<file path="config.mk">
export PLATFORM = sky130hd
export DESIGN_NAME = uart_core_param
export DESIGN_NICKNAME = d
export VERILOG_FILES = /design/src/rtl/uart_pkg.sv /design/src/rtl/uart_baud_gen.sv /design/src/rtl/uart_core_param.sv
export SDC_FILE = /design/constraint.sdc
export NUM_CORES = 1
export LEC_CHECK = 0
export CAP_MARGIN = 20
export CORE_ASPECT_RATIO = 0.9
export CORE_MARGIN = 8
export CORE_UTILIZATION = 40
export DETAILED_ROUTE_END_ITERATION = 6
export GPL_TIMING_DRIVEN = 0
export HOLD_SLACK_MARGIN = 0.15
export SLEW_MARGIN = 20
export SYNTH_ARGS = -nofsm -noshare
export SYNTH_HDL_FRONTEND = slang
export SYNTH_HIERARCHICAL = 1
export SYNTH_SLANG_ARGS = --single-unit
</file>
<file path="constraint.sdc">
create_clock -name clk -period 2.7 [get_ports clk]
set_input_delay 0.54 -clock clk [delete_from_list [all_inputs] [get_ports clk]]
set_output_delay 0.54 -clock clk [all_outputs]
set_load 0.02 [all_outputs]
</file>
<file path="src/rtl/uart_pkg.sv">
// Shared types and helpers for the parametrised UART core.
package uart_pkg;

  typedef enum logic [2:0] {IDLE, START, DATA, PARITY, STOP} tx_state_t;
  typedef tx_state_t rx_state_t;

  // Clocks per oversample tick, never below one.
  function automatic int calc_div(input int clk, input int baud, input int os);
    int d;
    d = clk / (baud * os);
    return (d < 1) ? 1 : d;
  endfunction

endpackage

</file>
<file path="src/rtl/uart_baud_gen.sv">
// Free-running oversample tick divider shared by the TX and RX paths.
module uart_baud_gen #(
  parameter int DIV = 1
) (
  input  logic clk,
  input  logic rst,
  output logic tick
);

  localparam int CW = (DIV > 1) ? $clog2(DIV) : 1;
  localparam logic [CW-1:0] LAST = CW'(DIV - 1);

  logic [CW-1:0] cnt;

  always_ff @(posedge clk) begin
    if (rst) begin
      cnt <= '0;
    end else if (cnt == LAST) begin
      cnt <= '0;
    end else begin
      cnt <= cnt + 1'b1;
    end
  end

  // With DIV=1 the counter sits at zero and the tick is permanently high.
  assign tick = (cnt == LAST);

endmodule

</file>
<file path="src/rtl/uart_core_param.sv">
// Parametrised full-duplex UART core (data width, stop bits, oversampling, loopback).
// Define UART_PARITY_EN to add a parity bit (parameter PARITY_ODD selects odd parity).
module uart_core_param
  import uart_pkg::*;
#(
  parameter int CLK_FREQ   = 50_000_000,
  parameter int BAUD       = 115_200,
  parameter int OVERSAMPLE = 16,
  parameter int DATA_BITS  = 8,
  parameter int STOP_BITS  = 1,
  parameter int LOOPBACK   = 0
`ifdef UART_PARITY_EN
  , parameter int PARITY_ODD = 0
`endif
) (
  input  logic                 clk,
  input  logic                 rst,
  input  logic                 tx_start,
  input  logic [DATA_BITS-1:0] tx_data,
  output logic                 tx,
  output logic                 tx_busy,
  input  logic                 rx_in,
  output logic [DATA_BITS-1:0] rx_data,
  output logic                 rx_done,
  output logic                 rx_frame_err,
  output logic                 rx_parity_err
);

`ifdef UART_PARITY_EN
  localparam bit HAS_PARITY = 1'b1;
  localparam bit PAR_ODD    = (PARITY_ODD != 0);
`else
  localparam bit HAS_PARITY = 1'b0;
  localparam bit PAR_ODD    = 1'b0;
`endif

  localparam int DIV   = calc_div(CLK_FREQ, BAUD, OVERSAMPLE);
  localparam int CNT_W = $clog2(STOP_BITS * OVERSAMPLE);
  localparam int IDX_W = $clog2(DATA_BITS);

  localparam logic [CNT_W-1:0] BIT_END  = CNT_W'(OVERSAMPLE - 1);
  localparam logic [CNT_W-1:0] HALF_END = CNT_W'(OVERSAMPLE / 2 - 1);
  localparam logic [CNT_W-1:0] STOP_END = CNT_W'(STOP_BITS * OVERSAMPLE - 1);
  localparam logic [IDX_W-1:0] IDX_END  = IDX_W'(DATA_BITS - 1);

  logic tick;

  uart_baud_gen #(.DIV(DIV)) u_baud (
    .clk  (clk),
    .rst  (rst),
    .tick (tick)
  );

  tx_state_t            tx_state, tx_state_nxt;
  logic [CNT_W-1:0]     tx_cnt, tx_cnt_nxt;
  logic [IDX_W-1:0]     tx_idx, tx_idx_nxt;
  logic [DATA_BITS-1:0] tx_shreg, tx_shreg_nxt;
  logic                 tx_par, tx_par_nxt, tx_nxt;

  always_ff @(posedge clk) begin
    if (rst) begin
      tx_state <= IDLE;
      tx_cnt   <= '0;
      tx_idx   <= '0;
      tx_shreg <= '0;
      tx_par   <= 1'b0;
      tx       <= 1'b1;
    end else begin
      tx_state <= tx_state_nxt;
      tx_cnt   <= tx_cnt_nxt;
      tx_idx   <= tx_idx_nxt;
      tx_shreg <= tx_shreg_nxt;
      tx_par   <= tx_par_nxt;
      tx       <= tx_nxt;
    end
  end

  // The serial pin is registered from the next state so it never glitches.
  always_comb begin
    tx_state_nxt = tx_state;
    tx_cnt_nxt   = tx_cnt;
    tx_idx_nxt   = tx_idx;
    tx_shreg_nxt = tx_shreg;
    tx_par_nxt   = tx_par;
    tx_nxt       = 1'b1;
    case (tx_state)
      IDLE: begin
        if (tx_start) begin
          tx_state_nxt = START;
          tx_cnt_nxt   = '0;
          tx_idx_nxt   = '0;
          tx_shreg_nxt = tx_data;
          tx_par_nxt   = (^tx_data) ^ PAR_ODD;
        end
      end
      START: begin
        if (tick) begin
          if (tx_cnt == BIT_END) begin
            tx_state_nxt = DATA;
            tx_cnt_nxt   = '0;
          end else begin
            tx_cnt_nxt = tx_cnt + 1'b1;
          end
        end
      end
      DATA: begin
        if (tick) begin
          if (tx_cnt == BIT_END) begin
            tx_cnt_nxt   = '0;
            tx_shreg_nxt = tx_shreg >> 1;
            tx_idx_nxt   = tx_idx + 1'b1;
            if (tx_idx == IDX_END) begin
              if (HAS_PARITY) tx_state_nxt = PARITY;
              else            tx_state_nxt = STOP;
            end
          end else begin
            tx_cnt_nxt = tx_cnt + 1'b1;
          end
        end
      end
      PARITY: begin
        if (tick) begin
          if (tx_cnt == BIT_END) begin
            tx_state_nxt = STOP;
            tx_cnt_nxt   = '0;
          end else begin
            tx_cnt_nxt = tx_cnt + 1'b1;
          end
        end
      end
      STOP: begin
        if (tick) begin
          if (tx_cnt == STOP_END) begin
            tx_state_nxt = IDLE;
            tx_cnt_nxt   = '0;
          end else begin
            tx_cnt_nxt = tx_cnt + 1'b1;
          end
        end
      end
      default: tx_state_nxt = IDLE;
    endcase
    case (tx_state_nxt)
      START:   tx_nxt = 1'b0;
      DATA:    tx_nxt = tx_shreg_nxt[0];
      PARITY:  tx_nxt = tx_par_nxt;
      default: tx_nxt = 1'b1;
    endcase
  end

  assign tx_busy = (tx_state != IDLE);

  logic sync_in, rx_s1, rx_s2, rx_q, rx_fall;

  assign sync_in = (LOOPBACK != 0) ? tx : rx_in;

  always_ff @(posedge clk) begin
    if (rst) begin
      rx_s1 <= 1'b1;
      rx_s2 <= 1'b1;
      rx_q  <= 1'b1;
    end else begin
      rx_s1 <= sync_in;
      rx_s2 <= rx_s1;
      rx_q  <= rx_s2;
    end
  end

  // Edge rather than level, so a line still low after a bad stop bit is not a new start.
  assign rx_fall = rx_q & ~rx_s2;

  rx_state_t            rx_state, rx_state_nxt;
  logic [CNT_W-1:0]     rx_cnt, rx_cnt_nxt;
  logic [IDX_W-1:0]     rx_idx, rx_idx_nxt;
  logic [DATA_BITS-1:0] rx_shreg, rx_shreg_nxt, rx_data_nxt;
  logic                 rx_par_bad, rx_par_bad_nxt;
  logic                 rx_done_nxt, rx_ferr_nxt, rx_perr_nxt;

  always_ff @(posedge clk) begin
    if (rst) begin
      rx_state      <= IDLE;
      rx_cnt        <= '0;
      rx_idx        <= '0;
      rx_shreg      <= '0;
      rx_par_bad    <= 1'b0;
      rx_data       <= '0;
      rx_done       <= 1'b0;
      rx_frame_err  <= 1'b0;
      rx_parity_err <= 1'b0;
    end else begin
      rx_state      <= rx_state_nxt;
      rx_cnt        <= rx_cnt_nxt;
      rx_idx        <= rx_idx_nxt;
      rx_shreg      <= rx_shreg_nxt;
      rx_par_bad    <= rx_par_bad_nxt;
      rx_data       <= rx_data_nxt;
      rx_done       <= rx_done_nxt;
      rx_frame_err  <= rx_ferr_nxt;
      rx_parity_err <= rx_perr_nxt;
    end
  end

  always_comb begin
    rx_state_nxt   = rx_state;
    rx_cnt_nxt     = rx_cnt;
    rx_idx_nxt     = rx_idx;
    rx_shreg_nxt   = rx_shreg;
    rx_par_bad_nxt = rx_par_bad;
    rx_data_nxt    = rx_data;
    rx_done_nxt    = 1'b0;
    rx_ferr_nxt    = rx_frame_err;
    rx_perr_nxt    = rx_parity_err;
    case (rx_state)
      IDLE: begin
        if (rx_fall) begin
          rx_state_nxt = START;
          rx_cnt_nxt   = '0;
        end
      end
      START: begin
        if (tick) begin
          if (rx_cnt == HALF_END) begin
            rx_cnt_nxt = '0;
            rx_idx_nxt = '0;
            if (rx_s2) rx_state_nxt = IDLE;
            else       rx_state_nxt = DATA;
          end else begin
            rx_cnt_nxt = rx_cnt + 1'b1;
          end
        end
      end
      DATA: begin
        if (tick) begin
          if (rx_cnt == BIT_END) begin
            rx_cnt_nxt   = '0;
            rx_shreg_nxt = {rx_s2, rx_shreg[DATA_BITS-1:1]};
            rx_idx_nxt   = rx_idx + 1'b1;
            if (rx_idx == IDX_END) begin
              if (HAS_PARITY) rx_state_nxt = PARITY;
              else            rx_state_nxt = STOP;
            end
          end else begin
            rx_cnt_nxt = rx_cnt + 1'b1;
          end
        end
      end
      PARITY: begin
        if (tick) begin
          if (rx_cnt == BIT_END) begin
            rx_cnt_nxt     = '0;
            rx_par_bad_nxt = rx_s2 ^ (^rx_shreg) ^ PAR_ODD;
            rx_state_nxt   = STOP;
          end else begin
            rx_cnt_nxt = rx_cnt + 1'b1;
          end
        end
      end
      STOP: begin
        // Only the first stop bit is checked; RX re-arms during any extra ones.
        if (tick) begin
          if (rx_cnt == BIT_END) begin
            rx_cnt_nxt   = '0;
            rx_done_nxt  = 1'b1;
            rx_data_nxt  = rx_shreg;
            rx_ferr_nxt  = ~rx_s2;
            rx_perr_nxt  = HAS_PARITY & rx_par_bad;
            rx_state_nxt = IDLE;
          end else begin
            rx_cnt_nxt = rx_cnt + 1'b1;
          end
        end
      end
      default: rx_state_nxt = IDLE;
    endcase
  end

endmodule
</file>
==> results of run 1 <==
## registers in the layout (all words and copies together), names as in the netlist
name          flops
tx_idx            3
rx_idx            3
tx_state          3
tx_cnt            4
rx_s1             1
rx_done           1
rx_frame_err      1
rx_shreg          8
tx_shreg          8
rx_s2             1
tx_par            1
rx_state          3
tx                1
rx_cnt            4
rx_q              1
u_baud/cnt        5
rx_data           8
## layout make-up
class                           count  area [um2]  area share (%)
Sequential cell                    56        1120            35.4
Timing Repair Buffer               23         230            7.27
Inverter                            5        18.8           0.592
Tap cell                           90         113            3.55
Clock inverter                      3        26.3           0.829
Multi-Input combinational cell    208        1460            46.2
Buffer                             21         126            3.99
Clock buffer                        5        68.8            2.17
## critical path, cell delays in order, from the launching register on
cell and delay, ns:
dfxtp_1 0.31, buf_2 0.18, or3_1 0.35, buf_4 0.16
clkdlybuf4s50_1 0.53
## synthesized netlist by cell type, drive strengths merged, types with 3 or more instances
master   number
and3          6
a22oi         6
a31oi         3
and2          3
or3b          4
nor2b         3
nor2         28
o2111ai       5
or2           3
a21oi        24
xnor2         8
o21ai        19
buf          13
and4          4
nor3          5
a211oi        4
nand2b        7
or3           3
inv           5
mux2i        18
dfxtp        56
nand2         5
ha            8
nand3        12
clkbuf        8
## cells by family (layout without fill, tap and decap cells)
family	after synthesis	count (layout)	share of synthesized area, %
AO/OA/AOI/OAI	77	77	18.8
adder cells (fa/ha/maj)	8	8	3.67
multiplexers	18	18	6.60
flip-flops	56	56	41.1
buffers and inverters	26	57	5.32
other	1	1	0.137
XOR/XNOR	8	8	2.57
AND/OR/NAND/NOR	96	96	21.9
## per-stage QoR
step                hold slack (ns)  cell area (um2)  instances  setup WS, ns  util (%)
detailed placement            0.388             3070        403         0.187      46.7
global route                  0.430             3170        411         0.260      48.1
CTS                           0.409             3170        411         0.302      48.1
finish                        0.402             3170        411         0.323      48.1
floorplan                     0.383             2730        290         0.753         -
global placement              0.387             3070        403         0.226      46.7
## power groups by stage
stage / clock network [mW] / logic [mW] / registers (mW)
floorplan: 0 / 0.100 / 0.875
global placement: 0 / 0.147 / 0.875
detailed placement: 0 / 0.148 / 0.876
CTS: 0.503 / 0.148 / 0.857
global route: 0.529 / 0.163 / 0.860
finish: 0.484 / 0.147 / 0.857
## worst max-delay path by stage
stage                  start           to  slack, ns  depth (start not counted)
2_1_floorplan  u_baud/cnt[0]   rx_data[0]       0.75                         10
3_3_place_gp             rst  rx_shreg[4]       0.23                          5
3_5_place_dp             rst  rx_shreg[2]       0.19                          5
4_1_cts          tx_state[2]      tx_busy       0.30                          4
5_1_grt          tx_state[2]      tx_busy       0.26                          4
6_report         tx_state[2]      tx_busy       0.32                          4
## routing by layer
layer	up-vias	GRT usage, %	part of all wire, %
met1	998	15.2	50
met5	-	0	0
li1	1114	-	-
met3	9	3.01	3.3
met4	0	5.17	1.8
met2	30	19.1	45
==> run summary, run 1 <==
After detailed routing, the number of remaining DRC violations is 0. The share of synthesized area in the top cell type comes to 41.1%. The logs give 4 for the first-pass iteration count of the detailed router and 0 for the number of antenna violations at the first check in global routing. After synthesis, the cell types taking the most area are dfxtp_1 (41%), mux2i_1 (6.6%), a21oi_1 (4.2%).

Once the clock tree was built, the setup fixing pass inserted 0 buffers. Endpoint kind of the worst setup timing path: an output pin. The number of standard cells after synthesis is 290, and the TritonCTS buffer count is 5.

The clock passes through at most 2 buffers. In this run, synthesis inferred 0 flip-flops with an integrated enable. The worst register-to-register path has a depth of 10. TritonCTS built the clock tree.

A synthesized cell averages 9.41 um2. The worst path uses 88.0% of the clock period. The H-tree level count is 2, and the width of the die is 103 um. For this run, the total global-route usage over all layers was measured as 12.1%.

The run gives 0 as the total of max-cap violations. Dominant register cell in the synthesized netlist: dfxtp_1. The worst hold path class was reg -> reg. The tools report the number of hold-slack violations in the final timing report as 0. The maximum clock frequency was 421 MHz.

Data on the critical path is required at its endpoint by 2.16 ns. Data arrives at the worst endpoint at 1.84 ns. The run finished with clean final reports. Of the synthesized area, sequential elements account for 41.1%.

The run gives 0.00273 mm2 as the post-synthesis cell area. The net load switching power is 0.382 mW, and the number of pins with negative max-slew slack in the final report is 0. After the first detailed-routing iteration, the DRC count stood at 103. For the core region area, the log shows 0.00659 mm2. The synthesized netlist net count was 310.

The first global-routing pass estimated 9510 um of wire. Net switching is 25.7% of the power. Once detail routing completed, the nets flagged for antenna violations numbered 0.

Setup repair after global routing left no endpoint under its margin. The die is 94.4 um tall. Most common cell after layout, fill and taps aside: dfxtp_1. The worst hold path terminates at rx_s2. The wire-length estimate of the detail-placed layout is 3970 um.

The final route contains 2151 vias. The tools report the hold buffer count at cts as 0. Post-route setup TNS: 0 ns.

The start-to-end type of the worst setup path is reg -> out. The master cell of the clock root buffer was clkbuf_8. At the pin with the least slew margin, the transition time is 0.565 ns. Power comes to 1.49 mW. The via count of the first global-routing pass is 2102, and the effective utilization at floorplan is 41.5%. The instance count along the most critical hold path came out at 1. The relative area change from synthesis to final layout was 16.0%. Counting the fill cells in the layout gives 683.

Post-CTS repair changed the size of 0 cells. In this run the core area contains 28 standard-cell rows. Summed over all layers, the routed wires come to 5570 um. Summed over all layers, the global routing overflow is 0. The logs give 25 for the total I/O pin count and 0 for the number of setup violations in the final report. The capture point of the worst reg-to-reg path is rx_data[1]. In this run, flip-flops and latches consume 57.6% of the power. Clock skew on the completed layout was measured at 0.00855 ns. The tools report the number of warnings issued by yosys as 6. The cell taking the most area after synthesis was dfxtp_1. In this run the tightest slew margin relative to its limit is 62.3%.

The leakage power figure is 1.11 nW, and the clock input transition at the sequential cells of the worst setup and hold paths is 0.11 ns. The power per cell area is 470 mW/mm2. The number of library cell types mapped by synthesis was 59; the largest net degree at the start of global routing was 20. The clock latency of the later-clocked register in the worst-skew pair was 0.32 ns; the internal power of the cells was 1.11 mW.

The number of antenna diodes in the final layout is 0. Counting flops with an async set or reset pin after synthesis yields a share of 0%. The tools report the count of clock tree sinks as 56. Routability-driven placement finished with a final weighted congestion of 0.755. The startpoint of the worst-slack reg-to-reg timing path is u_baud/cnt[0]. The time the worst path needs with I/O delays and setup is 2.38 ns.

Using the TritonRoute via totals, the vias-per-cell ratio works out to 5.23. After detailed routing, the average wire length per cell comes to 13.5 um. The post-layout net count is 340. Synthesis inferred 56 register bits. VDD sags by at most 0.218 mV. The minimum setup slack among reg-to-reg paths is 0.49 ns, and the ratio of cells with drive above 1 in the final layout is 9.66%.

Per report_power, the clock group accounts for 32.5% of the total. The floorplan step defined a die boundary enclosing 0.00973 mm2. The part of the total power dissipated in combinational logic was 9.9%; the top fanout value on the critical path was 9. The worst setup path is launched from a flip-flop.

The number of I/O port buffers came out at 23. In this run the most critical hold path is launched from rx_s1. The library cells used most frequently in the layout, excluding fill and tap cells, are dfxtp_1 (56), nor2_1 (26), a21oi_1 (23), clkdlybuf4s50_1 (23), mux2i_1 (18).
Note: power is estimated with default switching activity, not from simulation.
==> inputs of run 2 (changes only) <==
==> constraint.sdc (replaced) <==
create_clock -name clk -period 2.7 [get_ports clk]
set_input_delay 0.405 -clock clk [delete_from_list [all_inputs] [get_ports clk]]
set_output_delay 0.405 -clock clk [all_outputs]
set_load 0.02 [all_outputs]
==> results of run 2 <==
Same layout as run 1 (identical final DEF). Status: completed.
Among the figures that moved: setup slack after placement 0.187 ns -> 0.322 ns; setup slack after layout 0.323 ns -> 0.458 ns
